==> config.mk <==
export PLATFORM = sky130hd
export DESIGN_NAME = avalon_mem_arbiter
export DESIGN_NICKNAME = d
export VERILOG_FILES = /design/src/rtl/avalon_mem_arbiter.sv
export SDC_FILE = /design/constraint.sdc
export NUM_CORES = 1
export LEC_CHECK = 0
export BUFFER_PORTS_ARGS = -buffer_cell sky130_fd_sc_hd__buf_2
export CAP_MARGIN = 20
export CORE_ASPECT_RATIO = 2
export CORE_MARGIN = 2
export CORE_UTILIZATION = 30
export DETAILED_ROUTE_END_ITERATION = 16
export GPL_TIMING_DRIVEN = 0
export PLACE_DENSITY = 0.55
export REMOVE_ABC_BUFFERS = 1
export SYNTH_ARGS = -nofsm -noshare
export SYNTH_HDL_FRONTEND = slang
export SYNTH_SLANG_ARGS = --single-unit
==> constraint.sdc <==
create_clock -name clk -period 1.85 [get_ports clk]
set_input_delay 0.2775 -clock clk [delete_from_list [all_inputs] [get_ports clk]]
set_output_delay 0.2775 -clock clk [all_outputs]
set_load 0.02 [all_outputs]
==> src/rtl/avalon_mem_arbiter.sv <==
// Shares the core's single Avalon-MM master between instruction fetch and the memory stage.
// Define ARB_PERF_CNT_EN to add saturating per-requester stall counters.
module avalon_mem_arbiter #(
    parameter int ADDR_W = 32,
    parameter int DATA_W = 32
) (
    input  logic                clk,
    input  logic                rst_n,
`ifdef ARB_PERF_CNT_EN
    output logic [31:0]         if_stall_cnt,
    output logic [31:0]         dm_stall_cnt,
`endif
    input  logic                if_req,
    input  logic [ADDR_W-1:0]   if_addr,
    output logic [DATA_W-1:0]   if_rdata,
    output logic                if_valid,
    output logic                if_stall,
    input  logic                dm_read,
    input  logic                dm_write,
    input  logic [ADDR_W-1:0]   dm_addr,
    input  logic [DATA_W-1:0]   dm_wdata,
    input  logic [DATA_W/8-1:0] dm_byteenable,
    output logic [DATA_W-1:0]   dm_rdata,
    output logic                dm_valid,
    output logic                dm_stall,
    output logic [ADDR_W-1:0]   avm_address,
    output logic                avm_read,
    output logic                avm_write,
    output logic [DATA_W-1:0]   avm_writedata,
    output logic [DATA_W/8-1:0] avm_byteenable,
    input  logic                avm_waitrequest,
    input  logic [DATA_W-1:0]   avm_readdata,
    input  logic                avm_readdatavalid
);

    localparam int BE_W = DATA_W / 8;

    typedef enum logic [2:0] {
        S_IDLE,
        S_IF_CMD,
        S_IF_RESP,
        S_DM_RD_CMD,
        S_DM_RD_RESP,
        S_DM_WR_CMD
    } state_t;

    state_t              state_q;
    logic                last_dm_q;
    logic [ADDR_W-1:0]   addr_q;
    logic [DATA_W-1:0]   wdata_q;
    logic [BE_W-1:0]     be_q;
    logic                read_q;
    logic                write_q;
    logic [DATA_W-1:0]   if_rdata_q;
    logic [DATA_W-1:0]   dm_rdata_q;
    logic                if_valid_q;
    logic                dm_valid_q;

    logic                if_pend;
    logic                dm_pend;
    logic                grant_if_d;
    logic                grant_dm_d;

    // A requester whose valid is pulsing this cycle has already been served and is not re-arbitrated yet.
    always_comb begin
        if_pend    = if_req & ~if_valid_q;
        dm_pend    = (dm_read | dm_write) & ~dm_valid_q;
        grant_dm_d = dm_pend & (~if_pend | ~last_dm_q);
        grant_if_d = if_pend & ~grant_dm_d;
    end

    always_ff @(posedge clk or negedge rst_n) begin
        if (!rst_n) begin
            state_q    <= S_IDLE;
            last_dm_q  <= 1'b1;
            addr_q     <= '0;
            wdata_q    <= '0;
            be_q       <= '0;
            read_q     <= 1'b0;
            write_q    <= 1'b0;
            if_rdata_q <= '0;
            dm_rdata_q <= '0;
            if_valid_q <= 1'b0;
            dm_valid_q <= 1'b0;
        end else begin
            if_valid_q <= 1'b0;
            dm_valid_q <= 1'b0;
            case (state_q)
                S_IDLE: begin
                    if (grant_dm_d) begin
                        addr_q    <= dm_addr;
                        last_dm_q <= 1'b1;
                        if (dm_write) begin
                            wdata_q <= dm_wdata;
                            be_q    <= dm_byteenable;
                            write_q <= 1'b1;
                            state_q <= S_DM_WR_CMD;
                        end else begin
                            be_q    <= '1;
                            read_q  <= 1'b1;
                            state_q <= S_DM_RD_CMD;
                        end
                    end else if (grant_if_d) begin
                        addr_q    <= if_addr;
                        be_q      <= '1;
                        read_q    <= 1'b1;
                        last_dm_q <= 1'b0;
                        state_q   <= S_IF_CMD;
                    end
                end
                S_IF_CMD: begin
                    if (!avm_waitrequest) begin
                        read_q  <= 1'b0;
                        state_q <= S_IF_RESP;
                    end
                end
                S_DM_RD_CMD: begin
                    if (!avm_waitrequest) begin
                        read_q  <= 1'b0;
                        state_q <= S_DM_RD_RESP;
                    end
                end
                S_DM_WR_CMD: begin
                    if (!avm_waitrequest) begin
                        write_q    <= 1'b0;
                        dm_valid_q <= 1'b1;
                        state_q    <= S_IDLE;
                    end
                end
                S_IF_RESP: begin
                    if (avm_readdatavalid) begin
                        if_rdata_q <= avm_readdata;
                        if_valid_q <= 1'b1;
                        state_q    <= S_IDLE;
                    end
                end
                S_DM_RD_RESP: begin
                    if (avm_readdatavalid) begin
                        dm_rdata_q <= avm_readdata;
                        dm_valid_q <= 1'b1;
                        state_q    <= S_IDLE;
                    end
                end
                default: begin
                    read_q  <= 1'b0;
                    write_q <= 1'b0;
                    state_q <= S_IDLE;
                end
            endcase
        end
    end

    assign avm_address    = addr_q;
    assign avm_read       = read_q;
    assign avm_write      = write_q;
    assign avm_writedata  = wdata_q;
    assign avm_byteenable = be_q;
    assign if_rdata       = if_rdata_q;
    assign dm_rdata       = dm_rdata_q;
    assign if_valid       = if_valid_q;
    assign dm_valid       = dm_valid_q;
    assign if_stall       = if_req & ~if_valid_q;
    assign dm_stall       = (dm_read | dm_write) & ~dm_valid_q;

`ifdef ARB_PERF_CNT_EN
    logic [31:0] if_stall_cnt_q;
    logic [31:0] dm_stall_cnt_q;

    // Counters stick at all-ones rather than wrapping so long stalls stay visible.
    always_ff @(posedge clk or negedge rst_n) begin
        if (!rst_n) begin
            if_stall_cnt_q <= '0;
            dm_stall_cnt_q <= '0;
        end else begin
            if (if_stall && (if_stall_cnt_q != 32'hFFFF_FFFF)) begin
                if_stall_cnt_q <= if_stall_cnt_q + 32'd1;
            end
            if (dm_stall && (dm_stall_cnt_q != 32'hFFFF_FFFF)) begin
                dm_stall_cnt_q <= dm_stall_cnt_q + 32'd1;
            end
        end
    end

    assign if_stall_cnt = if_stall_cnt_q;
    assign dm_stall_cnt = dm_stall_cnt_q;
`endif

endmodule

# Word level (Yosys, flattened, before mapping)
# Index checks and enable logic that the tools add are counted.
# word_totals
input_bits	139
out_inout_bits	138
wordCells	78
ff_bits	140
# op_classes
n_bitwise	13
n_reduce_logical	13
n_mux	27
n_eq_ne	14
# op_table
op	count
two-way mux 32 bit	2
two-way mux 3 bit	7
case mux 3 bit (5 select lines)	1
two-way mux 4 bit	3
inequality test 2 bit (second input constant)	6
two-way mux 1 bit	11
AND reduction 4 bit	2
inverter 1 bit	7
== test 3 x 2 -> 1 bit (second input constant)	2
== test 3 bit (second input constant)	2
inequality test 3 bit (second input constant)	2
case mux 1 bit (3 select lines)	2
AND reduction 2 bit	3
AND reduction 5 bit	1
bitwise AND 1 bit	4
OR reduction 2 bit	2
OR reduction 4 bit	1
== test 3 x 1 -> 1 bit (second input constant)	1
logical NOT 3 bit	1
AND reduction 3 bit	1
OR reduction 3 bit	1
inequality test 2 x 1 -> 1 bit (second input constant)	1
OR 1 bit	2
case mux 1 bit (2 select lines)	1
nonzero test 2 bit	1

# Logic depth before layout (Yosys ltp)
# depth
depth_word	10
mapped_depth	7
ltp_nobuf	4

# Worst setup path after synthesis
# OpenSTA, ideal clock, no wires.
# synth_path
path_kind	reg2reg
from	reg dm_valid_q (netlist: dm_valid)
to	reg state_q[2]
setup_ns	0.125
arrival_ns	1.704
path_buffers	1
synth_period_minus_slack_ns	1.829
path_slack_ns	0.021
t_required_ns	1.725
stages_incl_launch_ff	6
cell_sequence	dfrtp_1 o21ba_1 o21a_1 buf_6 a2111oi_4 mux2_4
# synth_via
elab_chain_len	7
elab_cells_between_ends	9
cone_classes	1 x eq/ne; 2 x mux; 5 x bitwise; 1 x reduce/logical
# synth_rtl
element	line	rtl
from (decl)	57	logic dm_valid_q;
from (signal assigned)	84	dm_valid_q <= 1'b0;
from (signal assigned)	87	dm_valid_q <= 1'b0;
from (signal assigned)	126	dm_valid_q <= 1'b1;
inverter 1 bit (*)	-	
bitwise AND 1 bit (*)	-	
net dm_stall	25	output logic dm_stall,
bitwise AND 1 bit (*)	68	grant_dm_d = dm_pend & (~if_pend | ~last_dm_q);
inverter 1 bit	69	grant_if_d = if_pend & ~grant_dm_d;
bitwise AND 1 bit	69	
inequality test 3 bit (no line)	-	
AND reduction 5 bit (no line)	-	
to (signal assigned)	74	state_q <= S_IDLE;
to (signal assigned)	97	state_q <= S_DM_WR_CMD;
to (signal assigned)	101	state_q <= S_DM_RD_CMD;
to (decl)	47	state_t state_q;
# The timed path passes the listed nets; every way through them passes the cells marked *.
# A chain may end at the register's enable or synchronous reset.

# Final worst setup path
# layout_path
from	reg state_q[0]
to	reg if_rdata_q[31] (netlist: if_rdata[31])
# layout_via
elab_chain_len	2
# layout_rtl
element	line	rtl
== test 3 x 2 -> 1 bit	88	case (state_q)
AND reduction 2 bit (no line)	-	
to (signal assigned)	132	if_rdata_q <= avm_readdata;
to (decl)	54	logic [DATA_W-1:0] if_rdata_q;
# Every way passes these cells.

==> results.sh <==
export IMPL_outcome="complete, no violations"
export IMPL_cts_sinks=140
export IMPL_die_h_um=197
export IMPL_clk_pin_slew_ps=60
export IMPL_vias_per_cell=4.61
export IMPL_period_share_pct=94.4
export IMPL_tns_ps=0
export IMPL_netlist_top_cells_count="dfrtp_1 (139), mux2_2 (93), nor2_1 (35)"
export IMPL_cts_root_buf="clkbuf_16"
export IMPL_synth_top_area_share_pct=62.2
export IMPL_dieArea_um2=19800
export IMPL_drt_first_pass_iters=4
export IMPL_hold_class="in -> reg"
export IMPL_coreArea_um2=18300
export IMPL_setup_viol=0
export IMPL_post_drt_wl_per_cell_um=16.7
export IMPL_vias=4166
export IMPL_period_needed_ps=1750
export IMPL_start_util_pct=30.6
export IMPL_grt_pass1_wl_um=22500
export IMPL_relSlewSlack_pct=54.6
export IMPL_fill_cells=1769
export IMPL_grt_pass1_vias=4466
export IMPL_synth_edf_count=0
export IMPL_synthToLayoutAreaGrowth_pct=41.6
export IMPL_clk_path_buf_depth=2
export IMPL_cap_violations=0
export IMPL_p_leak_nw=3.91
export IMPL_critical_path_cell_chain="nand2b_4 -> nor3_4 -> buf_16 -> buf_16 -> mux2_2"
export IMPL_rsz0062_at_grt="no"
export IMPL_drt_total_wl_um=15100
export IMPL_cts_tree="built"
export IMPL_ys_warn_count=0
export IMPL_rows=70
export IMPL_synthArstFlopShare_pct=100
export IMPL_synth_cell_area_um2=5590
export IMPL_grt_usage_pct=14.8
export IMPL_synth_top_cell_by_area="dfrtp_1"
export IMPL_finClkSkew_ps=8.97
export IMPL_drt_iter0_drc=69
export IMPL_cts_made_buffers=17
export IMPL_grt_overflow_total=0
export IMPL_required_ps=2140
export IMPL_yosys_cell_count_top_type="dfrtp_1"
export IMPL_postSynthCellCount=390
export IMPL_crit_fanout=17
export IMPL_path_common_cell="buf_16"
export IMPL_arrival_ps=2040
export IMPL_die_w_um=101
export IMPL_cts_max_level=4
export IMPL_hold_violations=0
export IMPL_critical_path_class="reg -> reg"
export IMPL_critical_path_top_delay_family="flip-flops"
export IMPL_clock_latency_ps=410
export IMPL_final_antenna_net_count=0
export IMPL_max_stage_delay_ps=460
export IMPL_regArea_um2=3510
export IMPL_startpoint_type="register"
export IMPL_fin_nets=814
export IMPL_yosys_top_cells_area="dfrtp_1 (62%), mux2_2 (19%), mux2i_1 (5.9%), a21oi_1 (3.0%), nor2_1 (2.3%)"
export IMPL_drive_above_1_share_pct=61.4
export IMPL_cp_buffers_inverters=2
export IMPL_end_kind="register"
export IMPL_critPathSlowestCell="dfrtp_1"
export IMPL_worst_pin_slew_ps=681
export IMPL_grt_max_degree=72
export IMPL_ys_seq_area_share_pct=62.6
export IMPL_antenna_found_initial=2
export IMPL_holdWs_ps=79.1
export IMPL_synthFlopType="dfrtp_1"
export IMPL_routabilityCongestion=0.775
export IMPL_drc=0
export IMPL_hpwl_um=11300
export IMPL_powerDensity_nw_per_um2=1980
export IMPL_final_max_slew_viol_count=0
export IMPL_synth_cell_types=30
export IMPL_synth_seq_cells=140
export IMPL_irDropWorstVdd_mv=0.892
export IMPL_io_pins=277
export IMPL_multi_input_area_um2=1970
export IMPL_numPortBuffers=276
export IMPL_fmax_mhz=572
export IMPL_avgSynthCellArea_um2=14.3
-- routing by layer --
| metal | routed length (um) | GRT usage (%) | up-vias | part of all wire (%) |
|---|---|---|---|---|
| met5 | 16 | 0 | - | 0.11 |
| met4 | 461 | 7.81 | 2 | 3.1 |
| met3 | 762 | 3.61 | 31 | 5.0 |
| met2 | 8780 | 28.0 | 160 | 58 |
| met1 | 5080 | 14.5 | 2020 | 34 |
| li1 | - | - | 1953 | - |
-- cell usage in the layout (no fill, tap or decap), types with 3 or more instances in the layout --
master	netlist	layout
a21oi_1	33	33
nor2_1	35	34
mux2_2	93	93
clkinv_2	0	5
buf_4	10	4
o21ai_0	3	3
nand2_1	4	4
clkbuf_16	0	17
buf_2	6	275
mux2_1	4	4
dfrtp_1	139	137
o22a_1	4	4
mux2i_1	33	33
buf_16	0	4
-- flip-flops by register name, summed over array words and instances (netlist names) --
name,flops
avm_writedata,32
avm_write,1
avm_address,32
avm_read,1
dm_rdata,32
dm_valid,1
state_q,3
if_rdata,32
last_dm_q,1
if_valid,1
avm_byteenable,4
-- where the power goes --
part           internal (W)  switching, W
sequential          0.00462      0.000794
combinational       0.00286       0.00407
clock               0.00204       0.00128
total               0.00953       0.00615
-- cell type report --
cell class / count / share of cell area [%]
clock inverters: 11 / 1.50
flip-flops and latches: 140 / 44.3
inverters: 1 / 0.0474
diodes: 1 / 0.0316
repair buffers: 288 / 20.0
multi-input cells: 227 / 24.9
clock buffers: 20 / 5.77
well taps: 216 / 3.41
-- worst paths after layout --
check	start	end	slack (ps)	cells past startpoint
setup / recovery	state_q[0]	if_rdata[31]	100	5
hold / removal	dm_byteenable[0]	avm_byteenable[0]	80	2
setup reg to reg	state_q[0]	if_rdata[31]	100	5
hold reg to reg	avm_write	avm_write	480	2
max in group asynchronous	rst_n	last_dm_q	620	3
min in group asynchronous	rst_n	dm_rdata[22]	430	2
-- kinds of logic (layout without fill, tap and decap cells) --
| logic type | after synthesis | count (layout) | share of synthesized area, % |
|---|---|---|---|
| AO/OA/AOI/OAI | 46 | 46 | 5.08 |
| buffers and inverters | 24 | 320 | 2.55 |
| other | 0 | 1 | 0 |
| flip-flops | 140 | 140 | 62.6 |
| multiplexers | 131 | 131 | 25.7 |
| AND/OR/NAND/NOR | 49 | 50 | 4.03 |
-- repair_timing --
action,in CTS,in global routing
resized for setup,3,2
hold buffers,1,0
endpoints found under the hold margin,70,0
cloned,0,1
endpoints found under the setup margin,113,21
buffers inserted,4,0
pin swaps,3,3
-- through the flow --
step	total power [W]	worst slack [ps]	instance area [um^2]	cells	utilization, %
6_report	0.0157	103	7920	904	43.3
5_1_grt	0.0166	5.41	7920	904	43.3
4_1_cts	0.0159	25.2	7910	902	43.2
3_5_place_dp	0.0124	-342	7280	866	39.8
3_3_place_gp	0.0121	-1760	7110	859	38.8
2_1_floorplan	0.00978	-888	5460	367	-
Note: power is estimated with default switching activity, not from simulation.
